### config.mk
export PLATFORM = sky130hd
export DESIGN_NAME = ber_sync_counter
export DESIGN_NICKNAME = d
export VERILOG_FILES = /design/src/rtl/ber_sync_counter_pkg.sv /design/src/rtl/ber_sync_counter_ref_delay_line.sv /design/src/rtl/ber_sync_counter.sv
export SDC_FILE = /design/constraint.sdc
export NUM_CORES = 2
export LEC_CHECK = 0
export CAP_MARGIN = 20
export CORE_UTILIZATION = 60
export CTS_CLUSTER_DIAMETER = 40
export DETAILED_ROUTE_END_ITERATION = 10
export PLACE_DENSITY = 0.8
export SETUP_SLACK_MARGIN = 0.4
export SLEW_MARGIN = 20
export SYNTH_ARGS = -nofsm -noshare
export SYNTH_HDL_FRONTEND = slang
export SYNTH_HIERARCHICAL = 1
export SYNTH_SLANG_ARGS = --single-unit
### constraint.sdc
create_clock -name clk -period 19.7 [get_ports clk]
set_input_delay 3.94 -clock clk [delete_from_list [all_inputs] [get_ports clk]]
set_output_delay 3.94 -clock clk [all_outputs]
set_load 0.005 [all_outputs]
### src/rtl/ber_sync_counter_pkg.sv
// Shared definitions for the BER sync counter: sweep state encoding,
// width helper and accumulator width.
package ber_sync_counter_pkg;

  localparam logic [1:0] ST_WAIT  = 2'd0;
  localparam logic [1:0] ST_SYNC  = 2'd1;
  localparam logic [1:0] ST_COUNT = 2'd2;

  localparam int ACCUM_W = 64;

  // Counter width able to index n values; never narrower than one bit.
  function automatic int clog2_w(input int n);
    return (n <= 2) ? 1 : $clog2(n);
  endfunction

endpackage

### src/rtl/ber_sync_counter_ref_delay_line.sv
// DEPTH-deep reference-bit shift register with a variable read tap.
// Tap 0 is the live input; tap k is the input from k enabled shifts ago.
module ber_sync_counter_ref_delay_line #(
  parameter int DEPTH = 511,
  parameter int SEL_W = 9
) (
  input  logic             clk,
  input  logic             rst,
  input  logic             en,
  input  logic             din,
  input  logic [SEL_W-1:0] sel,
  output logic             dout
);

  logic [DEPTH-1:1]       stage_reg;
  logic [(1<<SEL_W)-1:0]  tap_vec;

  assign tap_vec[0]         = din;
  assign tap_vec[DEPTH-1:1] = stage_reg;

  generate
    if (DEPTH < (1 << SEL_W)) begin : g_pad
      // Unreachable tap codes read as zero.
      assign tap_vec[(1<<SEL_W)-1:DEPTH] = '0;
    end
  endgenerate

  always_ff @(posedge clk or posedge rst) begin
    if (rst) begin
      stage_reg <= '0;
    end else if (en) begin
      stage_reg <= tap_vec[DEPTH-2:0];
    end
  end

  assign dout = tap_vec[sel];

endmodule

### src/rtl/ber_sync_counter.sv
// Per-rail bit-error counter: waits for equaliser convergence, sweeps every
// latency over one PRBS period each, then accumulates errors at the best one.
module ber_sync_counter
  import ber_sync_counter_pkg::*;
#(
  parameter int PRBS_MAX_CYCLES = 511,
  parameter int START_SYN       = 511*690,
  parameter int START_CNT       = START_SYN + 511*511,
  parameter int NBT_ACCUM       = ACCUM_W
) (
  input  logic                                  clk,
  input  logic                                  i_reset,
  input  logic                                  i_enable,
  input  logic                                  i_valid,
  input  logic                                  i_ref_bit,
  input  logic                                  i_rx_bit,
  output logic [clog2_w(PRBS_MAX_CYCLES)-1:0]   o_lat,
  output logic                                  o_locked,
  output logic [NBT_ACCUM-1:0]                  o_accum_err,
  output logic [NBT_ACCUM-1:0]                  o_accum_tot,
  output logic                                  o_ber_ok
);

  localparam int P       = PRBS_MAX_CYCLES;
  localparam int LAT_W   = clog2_w(P);
  localparam int SYM_W   = clog2_w(START_SYN + 1);
  localparam int ERR_W   = clog2_w(P + 1);
  // The sweep covers (START_CNT-START_SYN)/P windows, one per candidate latency.
  localparam int NUM_WIN = (START_CNT - START_SYN) / P;

  localparam logic [LAT_W-1:0] WIN_LAST  = LAT_W'(P - 1);
  localparam logic [LAT_W-1:0] CAND_LAST = LAT_W'(NUM_WIN - 1);
  localparam logic [SYM_W-1:0] SYM_LAST  = SYM_W'(START_SYN - 1);

  logic [1:0]           state_reg,   state_next;
  logic [SYM_W-1:0]     sym_cnt_reg, sym_cnt_next;
  logic [LAT_W-1:0]     cand_reg,    cand_next;
  logic [LAT_W-1:0]     win_reg,     win_next;
  logic [ERR_W-1:0]     err_win_reg, err_win_next;
  logic [ERR_W-1:0]     min_err_reg, min_err_next;
  logic [LAT_W-1:0]     lat_next;
  logic                 locked_next;
  logic [NBT_ACCUM-1:0] err_next, tot_next;
  logic [ERR_W-1:0]     total;
  logic [LAT_W-1:0]     tap_sel;
  logic                 ref_tap;
  logic                 mismatch;
  logic                 sym_evt;

  assign sym_evt  = i_valid & i_enable;
  assign tap_sel  = (state_reg == ST_COUNT) ? o_lat : cand_reg;
  assign mismatch = i_rx_bit ^ ref_tap;

  ber_sync_counter_ref_delay_line #(
    .DEPTH (P),
    .SEL_W (LAT_W)
  ) u_ref_delay_line (
    .clk  (clk),
    .rst  (i_reset),
    .en   (sym_evt),
    .din  (i_ref_bit),
    .sel  (tap_sel),
    .dout (ref_tap)
  );

  always_comb begin
    state_next   = state_reg;
    sym_cnt_next = sym_cnt_reg;
    cand_next    = cand_reg;
    win_next     = win_reg;
    err_win_next = err_win_reg;
    min_err_next = min_err_reg;
    lat_next     = o_lat;
    locked_next  = o_locked;
    err_next     = o_accum_err;
    tot_next     = o_accum_tot;
    total        = err_win_reg + ERR_W'(mismatch);

    if (sym_evt) begin
      case (state_reg)
        ST_WAIT: begin
          sym_cnt_next = sym_cnt_reg + 1'b1;
          if (sym_cnt_reg == SYM_LAST) begin
            state_next   = ST_SYNC;
            cand_next    = '0;
            win_next     = '0;
            err_win_next = '0;
          end
        end
        ST_SYNC: begin
          if (win_reg == WIN_LAST) begin
            // Strict compare: on a tie the earlier (smaller) latency wins.
            if (total < min_err_reg) begin
              min_err_next = total;
              lat_next     = cand_reg;
            end
            win_next     = '0;
            err_win_next = '0;
            cand_next    = cand_reg + 1'b1;
            if (cand_reg == CAND_LAST) begin
              state_next  = ST_COUNT;
              locked_next = 1'b1;
            end
          end else begin
            err_win_next = total;
            win_next     = win_reg + 1'b1;
          end
        end
        ST_COUNT: begin
          if (o_accum_tot != '1) tot_next = o_accum_tot + 1'b1;
          if (mismatch && (o_accum_err != '1)) err_next = o_accum_err + 1'b1;
        end
        default: state_next = ST_WAIT;
      endcase
    end
  end

  always_ff @(posedge clk or posedge i_reset) begin
    if (i_reset) begin
      state_reg   <= ST_WAIT;
      sym_cnt_reg <= '0;
      cand_reg    <= '0;
      win_reg     <= '0;
      err_win_reg <= '0;
      min_err_reg <= '1;
      o_lat       <= '0;
      o_locked    <= 1'b0;
      o_accum_err <= '0;
      o_accum_tot <= '0;
      o_ber_ok    <= 1'b0;
    end else begin
      state_reg   <= state_next;
      sym_cnt_reg <= sym_cnt_next;
      cand_reg    <= cand_next;
      win_reg     <= win_next;
      err_win_reg <= err_win_next;
      min_err_reg <= min_err_next;
      o_lat       <= lat_next;
      o_locked    <= locked_next;
      o_accum_err <= err_next;
      o_accum_tot <= tot_next;
      o_ber_ok    <= locked_next & (err_next == '0);
    end
  end

endmodule

# After elaboration in Yosys (flattened, before gate mapping)
# Cells that the tools add are included.
[word_totals] reg_bits=706 in_bits=6 wordCells=65
[op_classes] n_addsub=6 n_lt_le_gt_ge=2 eq_ne=10 muxes=21 n_bitwise=4 n_reduce_logical=10
[ops] operator="2-to-1 mux 64 bit" n=3
[ops] operator="adder 64 x 1 -> 64 bit (second input constant)" n=2
[ops] operator="!= test 64 bit (second input constant)" n=2
[ops] operator="zero test 64 bit" n=1
[ops] operator="one-hot mux 9 bit (2 select lines)" n=3
[ops] operator="2-to-1 mux 9 bit" n=5
[ops] operator="adder 19 x 1 -> 19 bit (second input constant)" n=1
[ops] operator="equality test 19 bit (second input constant)" n=1
[ops] operator="adder 9 x 1 -> 9 bit (second input constant)" n=2
[ops] operator="equality test 9 bit (second input constant)" n=2
[ops] operator="< comparator 9 x 10 -> 1 bit (second input constant)" n=1
[ops] operator="adder 9 x 1 -> 9 bit" n=1
[ops] operator="binary-select mux 1 bit (select 9 bit)" n=1
[ops] operator="< comparator 9 bit" n=1
[ops] operator="AND reduction 4 bit" n=2
[ops] operator="2-to-1 mux 2 bit" n=3
[ops] operator="!= test 2 bit (second input constant)" n=3
[ops] operator="one-hot mux 2 bit (3 select lines)" n=1
[ops] operator="AND reduction 3 bit" n=2
[ops] operator="2-to-1 mux 1 bit" n=5
[ops] operator="AND reduction 5 bit" n=1
[ops] operator="bitwise AND 1 bit" n=2
[ops] operator="equality test 2 x 1 -> 1 bit (second input constant)" n=1
[ops] operator="equality test 2 bit (second input constant)" n=1
[ops] operator="other kinds (6)" n=6

# Longest topological paths before layout
[depth] word_depth=11 ltp_mapped=31

# Hierarchy
# The synthesis kept the hierarchy.
[modules_own_cells] module="ber_sync_counter_ref_delay_line" instances=1 cells_each=1434 area_per_inst_um2=22883.2 seq_area_each_um2=12762.2
[modules_own_cells] module="ber_sync_counter" instances=1 cells_each=997 area_per_inst_um2=10136.0 seq_area_each_um2=4916.0

# Worst setup path after synthesis
# OpenSTA, ideal clock, no wires.
[synth_timing] path_type="input-to-reg" start="in i_ref_bit" end="reg o_lat[0]" setup_ns=0.125 t_arrival_ns=8.097 setup_slack_ns=11.478 cell_stages=21 cell_sequence="mux4_2 -> nand2_1 -> and3_1 -> a211oi_1 -> nor4_1 -> nor3_1 -> o311a_1 -> xnor2_1 -> inv_2 -> ha_1 -> ha_1 -> nand3_1 -> nor2_1 -> nand3_1 -> xnor2_1 -> ha_1 -> nor3_1 -> a21boi_0 -> a31oi_1 -> clkbuf_1 -> mux2_2"
[synth_between] elab_chain_cells=6
[synth_lines] item="from (decl)" line_no="ber_sync_counter.sv:15" source="input logic i_ref_bit,"
[synth_lines] item="binary-select mux 1 bit (select 9 bit)" line_no="ber_sync_counter_ref_delay_line.sv:36" source="assign dout = tap_vec[sel];"
[synth_lines] item="2-to-1 mux 1 bit (implied by the code)" line_no="ber_sync_counter_ref_delay_line.sv:36"
[synth_lines] item="via ref_tap" line_no="ber_sync_counter.sv:46" source="logic ref_tap;"
[synth_lines] item="XOR 1 bit" line_no="ber_sync_counter.sv:52" source="assign mismatch = i_rx_bit ^ ref_tap;"
[synth_lines] item="adder 9 x 1 -> 9 bit" line_no="ber_sync_counter.sv:77" source="total = err_win_reg + ERR_W'(mismatch);"
[synth_lines] item="via total[8]" line_no="ber_sync_counter.sv:44" source="logic [ERR_W-1:0] total;"
[synth_lines] item="< comparator 9 bit" line_no="ber_sync_counter.sv:93" source="if (total < min_err_reg) begin"
[synth_lines] item="AND reduction 4 bit (no line)"
[synth_lines] item="to (signal assigned)" line_no="ber_sync_counter.sv:138" source="o_lat <= lat_next;"
[synth_lines] item="to (decl)" line_no="ber_sync_counter.sv:17" source="output logic [clog2_w(PRBS_MAX_CYCLES)-1:0] o_lat,"
# The timed path passes the listed nets, and every way through them passes these cells. The select of a mux whose other input is x is not followed.
# A chain may end at the register's enable or synchronous reset.

# Worst setup path after layout
[layout_timing] start="in i_ref_bit" end="reg o_ber_ok"
[layout_between] elab_chain_cells=9
[layout_lines] item="binary-select mux 1 bit (select 9 bit)" line_no="ber_sync_counter_ref_delay_line.sv:36"
[layout_lines] item="2-to-1 mux 1 bit (implied by the code)" line_no="ber_sync_counter_ref_delay_line.sv:36"
[layout_lines] item="via ref_tap" line_no="ber_sync_counter.sv:46"
[layout_lines] item="XOR 1 bit" line_no="ber_sync_counter.sv:52"
[layout_lines] item="logical AND 1 bit" line_no="ber_sync_counter.sv:111" source="if (mismatch && (o_accum_err != '1)) err_next = o_accum_err + 1'b1;"
[layout_lines] item="2-to-1 mux 64 bit" line_no="ber_sync_counter.sv:111"
[layout_lines] item="2-to-1 mux 64 bit" line_no="ber_sync_counter.sv:80" source="case (state_reg)"
[layout_lines] item="2-to-1 mux 64 bit" line_no="ber_sync_counter.sv:79" source="if (sym_evt) begin"
[layout_lines] item="zero test 64 bit" line_no="ber_sync_counter.sv:142" source="o_ber_ok <= locked_next & (err_next == '0);"
[layout_lines] item="bitwise AND 1 bit" line_no="ber_sync_counter.sv:142"
[layout_lines] item="to (signal assigned)" line_no="ber_sync_counter.sv:142"
[layout_lines] item="to (decl)" line_no="ber_sync_counter.sv:21" source="output logic o_ber_ok"
# The timed path passes the listed nets, and every way through them passes these cells. The select of a mux whose other input is x is not followed.

==> results.md <==
Outcome:
- The flow ran to the end, and the final reports show no timing, DRC or antenna violations.

Worst setup path:
- The most numerous cell type found on the critical path is sky130_fd_sc_hd__a2111oi_0.
- The largest individual stage delay along the critical path comes from the cell sky130_fd_sc_hd__a2111oi_0.
- The kind of end point of the critical path is a register.
- The destination of the worst register-to-register timing path is o_ber_ok.
- Along the worst path, the maximum fanout reaches 6.
- Walking the worst path, the cells encountered are clkdlybuf4s50_1 -> mux4_2 -> nand2_1 -> and3_1 -> a211oi_1 -> nor4_1 -> nor3_1 -> o311a_1 -> xnor2_1 -> inv_2 -> nand3_1 -> or3_1 -> a2111oi_0 -> mux2i_1 -> a21oi_1 -> a2111oi_0 -> nand4_1 -> nor4_2.
- The longest individual stage delay on the worst path is 0.97 ns.
- For flop-to-flop paths, the worst setup slack is ~11 ns.
- The most critical setup path has its startpoint at i_ref_bit.
- The critical setup path kind is input pin to register.
- STA puts the critical path data required time at 20.25 ns.
- At the worst endpoint, the arrival time is 9.86 ns.
- The critical register-to-register path startpoint is state_reg[0].
- The worst setup path is launched from an input pin.
- Following the worst setup path forward leads to its endpoint at o_ber_ok.
- The number of cells on the worst reg-to-reg path is 21.

Flow run:
- Across the run, the number of max-cap violations was 0.

Placed design:
- The placed standard-cell area is approximately 0.035 sq mm.
- The count of port buffers added during placement is between 100 and 150.
- Detailed placement finished with a half-perimeter wire length of about 48 mm.
- The placer's final routability congestion estimate is 0.957.

Floorplan:
- The die covers between 0.05 and 0.06 sq mm.
- From left edge to right edge, the die measures approximately 240 um.
- The area of the core region is 0.0541 sq mm.
- The number of cell rows is 85.
- From bottom edge to top edge, the die measures approximately 240 um.
- The initial core utilization is 0.610.
- approximately 150 I/O pins were placed.

Clock tree:
- In this run the number of H-tree levels came out at 3.
- The clock transition at the register clock pins on the worst setup and hold paths after CTS is around 0.06 ns.
- The maximum number of buffers from clock root to sink is 3.
- Buffers inserted during clock tree synthesis total 100.
- TritonCTS built the clock tree.
- For this design, the CTS-stage hold fixing added 0 buffers.
- In this run the clock root is driven by a sky130_fd_sc_hd__clkbuf_16.
- The post-cts repair resize count is 0.
- The source-to-sink clock delay at the later pin of the worst-skew pair is 0.66 ns.
- Buffers added to address setup during post-CTS repair amount to 0.
- The clock sink total is about 710.

Logic synthesis:
- The net count of the mapped netlist is around 2500.
- For this run, the number of Yosys warnings is 6.
- The number of enable flip-flop cells after synthesis is 0.
- The fraction of the yosys area taken by sequential cells is 0.535.
- Synthesis inferred 706 register bits.
- The top-area cell type share of the netlist area is 0.528.
- Synthesis produced a netlist whose cell count is around 2400.
- The post-synthesis area per instance is between 10 and 15 sq um.
- The prevailing post-synth register cell is sky130_fd_sc_hd__dfrtp_1.
- The cell area after synthesis is roughly 0.033 sq mm.
- For this run, asynchronously set or reset flops after synthesis account for 1.00.
- Yosys attributes the largest share of cell area to sky130_fd_sc_hd__dfrtp_1 (53%), sky130_fd_sc_hd__mux2_2 (18%), sky130_fd_sc_hd__mux4_2 (7.3%).
- The number of different library cells in the post-synthesis netlist is 71.
- The largest area contributor in the netlist is sky130_fd_sc_hd__dfrtp_1.

Detailed routing:
- After detailed routing, the total wire length is 76.1 mm.
- The total DRC errors in the routed layout is 0.
- The final route contains 21200 vias.
- Using the TritonRoute via totals, the vias-per-cell ratio works out to 6.31.
- The first detailed-routing pass took 5 iterations.
- Dividing the detail-routed wire length by the instance count gives between 20 and 25 um.
- The DRC violation total after the first TritonRoute iteration is 1634.
- The number of antenna-violating nets in the routed design is 0.

STA:
- Setup repair after global routing left no endpoint under its margin.
- The number of endpoints failing setup at the final stage is 0.
- Of the available clock period, the critical path in the final layout requires 0.472.
- The post-route setup TNS is 0 ns.
- The max-slew violation count was 0.
- The final setup skew is around 0.034 ns.
- The maximum achievable frequency is approximately 110 MHz.
- The transition time of the tightest slew-check pin is between 1 and 1.5 ns.
- The shortest period the worst path allows is slightly above 9 ns.
- The final number of hold-violating endpoints is 0.
- The worst pin sits at a relative slew slack of 0.240.

Cells and area:
- Relative to the synthesized area, the layout overhead comes to 17.3%.
- 0 antenna diodes ended up in the layout.
- The library cell used most frequently in the layout, excluding fill and tap cells, is sky130_fd_sc_hd__dfrtp_1.
- The top cell types in the final layout, fill and taps aside, are sky130_fd_sc_hd__dfrtp_1 (697), sky130_fd_sc_hd__mux2_2 (537), sky130_fd_sc_hd__clkdlybuf4s50_1 (144), sky130_fd_sc_hd__nand2_1 (114), sky130_fd_sc_hd__mux4_2 (107).
- The post-layout instance area is between 0.03 and 0.04 sq mm.
- The final layout contains around 2600 nets.
- The flip-flop count of the largest register, all copies and words added is between 500 and 600.
- In the final layout, the share of cells above drive strength 1 is 0.335.

GRT:
- The first global-routing pass estimated approximately 120 mm of wire.
- Global routing finished with a remaining overflow of 0.
- The maximum number of pins on one net before global-route repair is 209.
- The number of global-route vias before repair is about 22000.
- The total routing resource utilization after global routing is 0.279.
- The number of antenna violations at the first check in global routing is 0.

Power:
- The maximum vdd ir drop is 91.3 uV.
- In this run the static leakage power is roughly 18 nW.
- The ratio of total power to cell area is between 80 and 90 mW/mm^2.

Hold path:
- The startpoint identified for the worst hold timing path is o_accum_tot[37].
- The worst hold path belongs to the class register to register.
==> cells in the mapped netlist (16+ instances only) <==
| cell | instances |
|---|---|
| sky130_fd_sc_hd__mux2i_1 | 44 |
| sky130_fd_sc_hd__xnor2_1 | 97 |
| sky130_fd_sc_hd__buf_2 | 16 |
| sky130_fd_sc_hd__ha_1 | 18 |
| sky130_fd_sc_hd__nor3_1 | 42 |
| sky130_fd_sc_hd__and3_1 | 26 |
| sky130_fd_sc_hd__mux4_2 | 107 |
| sky130_fd_sc_hd__inv_1 | 36 |
| sky130_fd_sc_hd__dfrtp_1 | 697 |
| sky130_fd_sc_hd__nand3_1 | 66 |
| sky130_fd_sc_hd__xor2_1 | 70 |
| sky130_fd_sc_hd__nor2_1 | 85 |
| sky130_fd_sc_hd__o22ai_1 | 22 |
| sky130_fd_sc_hd__nor4_1 | 23 |
| sky130_fd_sc_hd__nand2_1 | 114 |
| sky130_fd_sc_hd__o21ai_0 | 27 |
| sky130_fd_sc_hd__and4_1 | 21 |
| sky130_fd_sc_hd__a21oi_1 | 22 |
| sky130_fd_sc_hd__mux2_2 | 537 |
| sky130_fd_sc_hd__nand4_1 | 54 |
| sky130_fd_sc_hd__clkbuf_1 | 88 |
==> critical path: cells and delay by family <==
| family | cells | cell delay [ns] |
|---|---|---|
| buffers and inverters | 2 | 0.55 |
| xor gates and xnor gates | 1 | 0.22 |
| AOI/OAI and AO/OA | 5 | 2.37 |
| and+or+nand+nor | 8 | 2.01 |
| muxes | 2 | 0.75 |
==> final cells by class <==
cell class              count  area [sq um]
flip-flops and latches    706         17700
fillers                  3441         15400
well taps                 696           871
multi-input cells        1564         14700
clock buffers             120          2730
inverters                  37           161
clock inverters            66           865
repair buffers            169          1750
==> cell families after synthesis <==
group	after synthesis	synth area share
AO/OA/AOI/OAI	168	0.0361
XOR/XNOR	167	0.0443
adder cells (fa/ha/maj)	18	0.00682
buffers and inverters	161	0.0212
flip-flops	706	0.535
multiplexers	690	0.271
AND/OR/NAND/NOR	521	0.0851
==> worst min-delay path by stage <==
stage	end	slack [ns]	depth (start not counted)
2_1_floorplan	sym_cnt_reg[18]	0.45	1
3_3_place_gp	sym_cnt_reg[18]	0.47	1
3_5_place_dp	sym_cnt_reg[18]	0.48	1
4_1_cts	o_accum_tot[19]	0.49	1
5_1_grt	sym_cnt_reg[15]	0.51	1
6_report	o_accum_tot[37]	0.49	1
==> metal layers <==
layer / vias to the layer above / share of wire / track usage
li1: 9349 / - / -
met1: 11000 / 0.42 / 0.380
met2: 647 / 0.50 / 0.462
met3: 157 / 0.048 / 0.0417
met4: 0 / 0.028 / 0.0943
met5: - / 0 / 0
==> where the power goes <==
group	leakage, nW	switching, mW	internal [mW]
registers	9.75	0.0194	1.47
logic	6.80	0.0647	0.0467
clock network	1.73	0.696	1.19
==> through the flow <==
step	power, mW	instances	hold slack, ns	setup slack (ns)	utilization
6_report	3.48	3358	0.489	10.39	0.716
4_1_cts	3.51	3355	0.489	10.70	0.714
2_1_floorplan	1.60	2431	0.445	1.52	-
3_5_place_dp	1.63	3169	0.480	10.03	0.647
3_3_place_gp	1.62	3169	0.465	10.16	0.647
5_1_grt	3.59	3358	0.508	10.36	0.716
(Power assumes the default switching activity.)
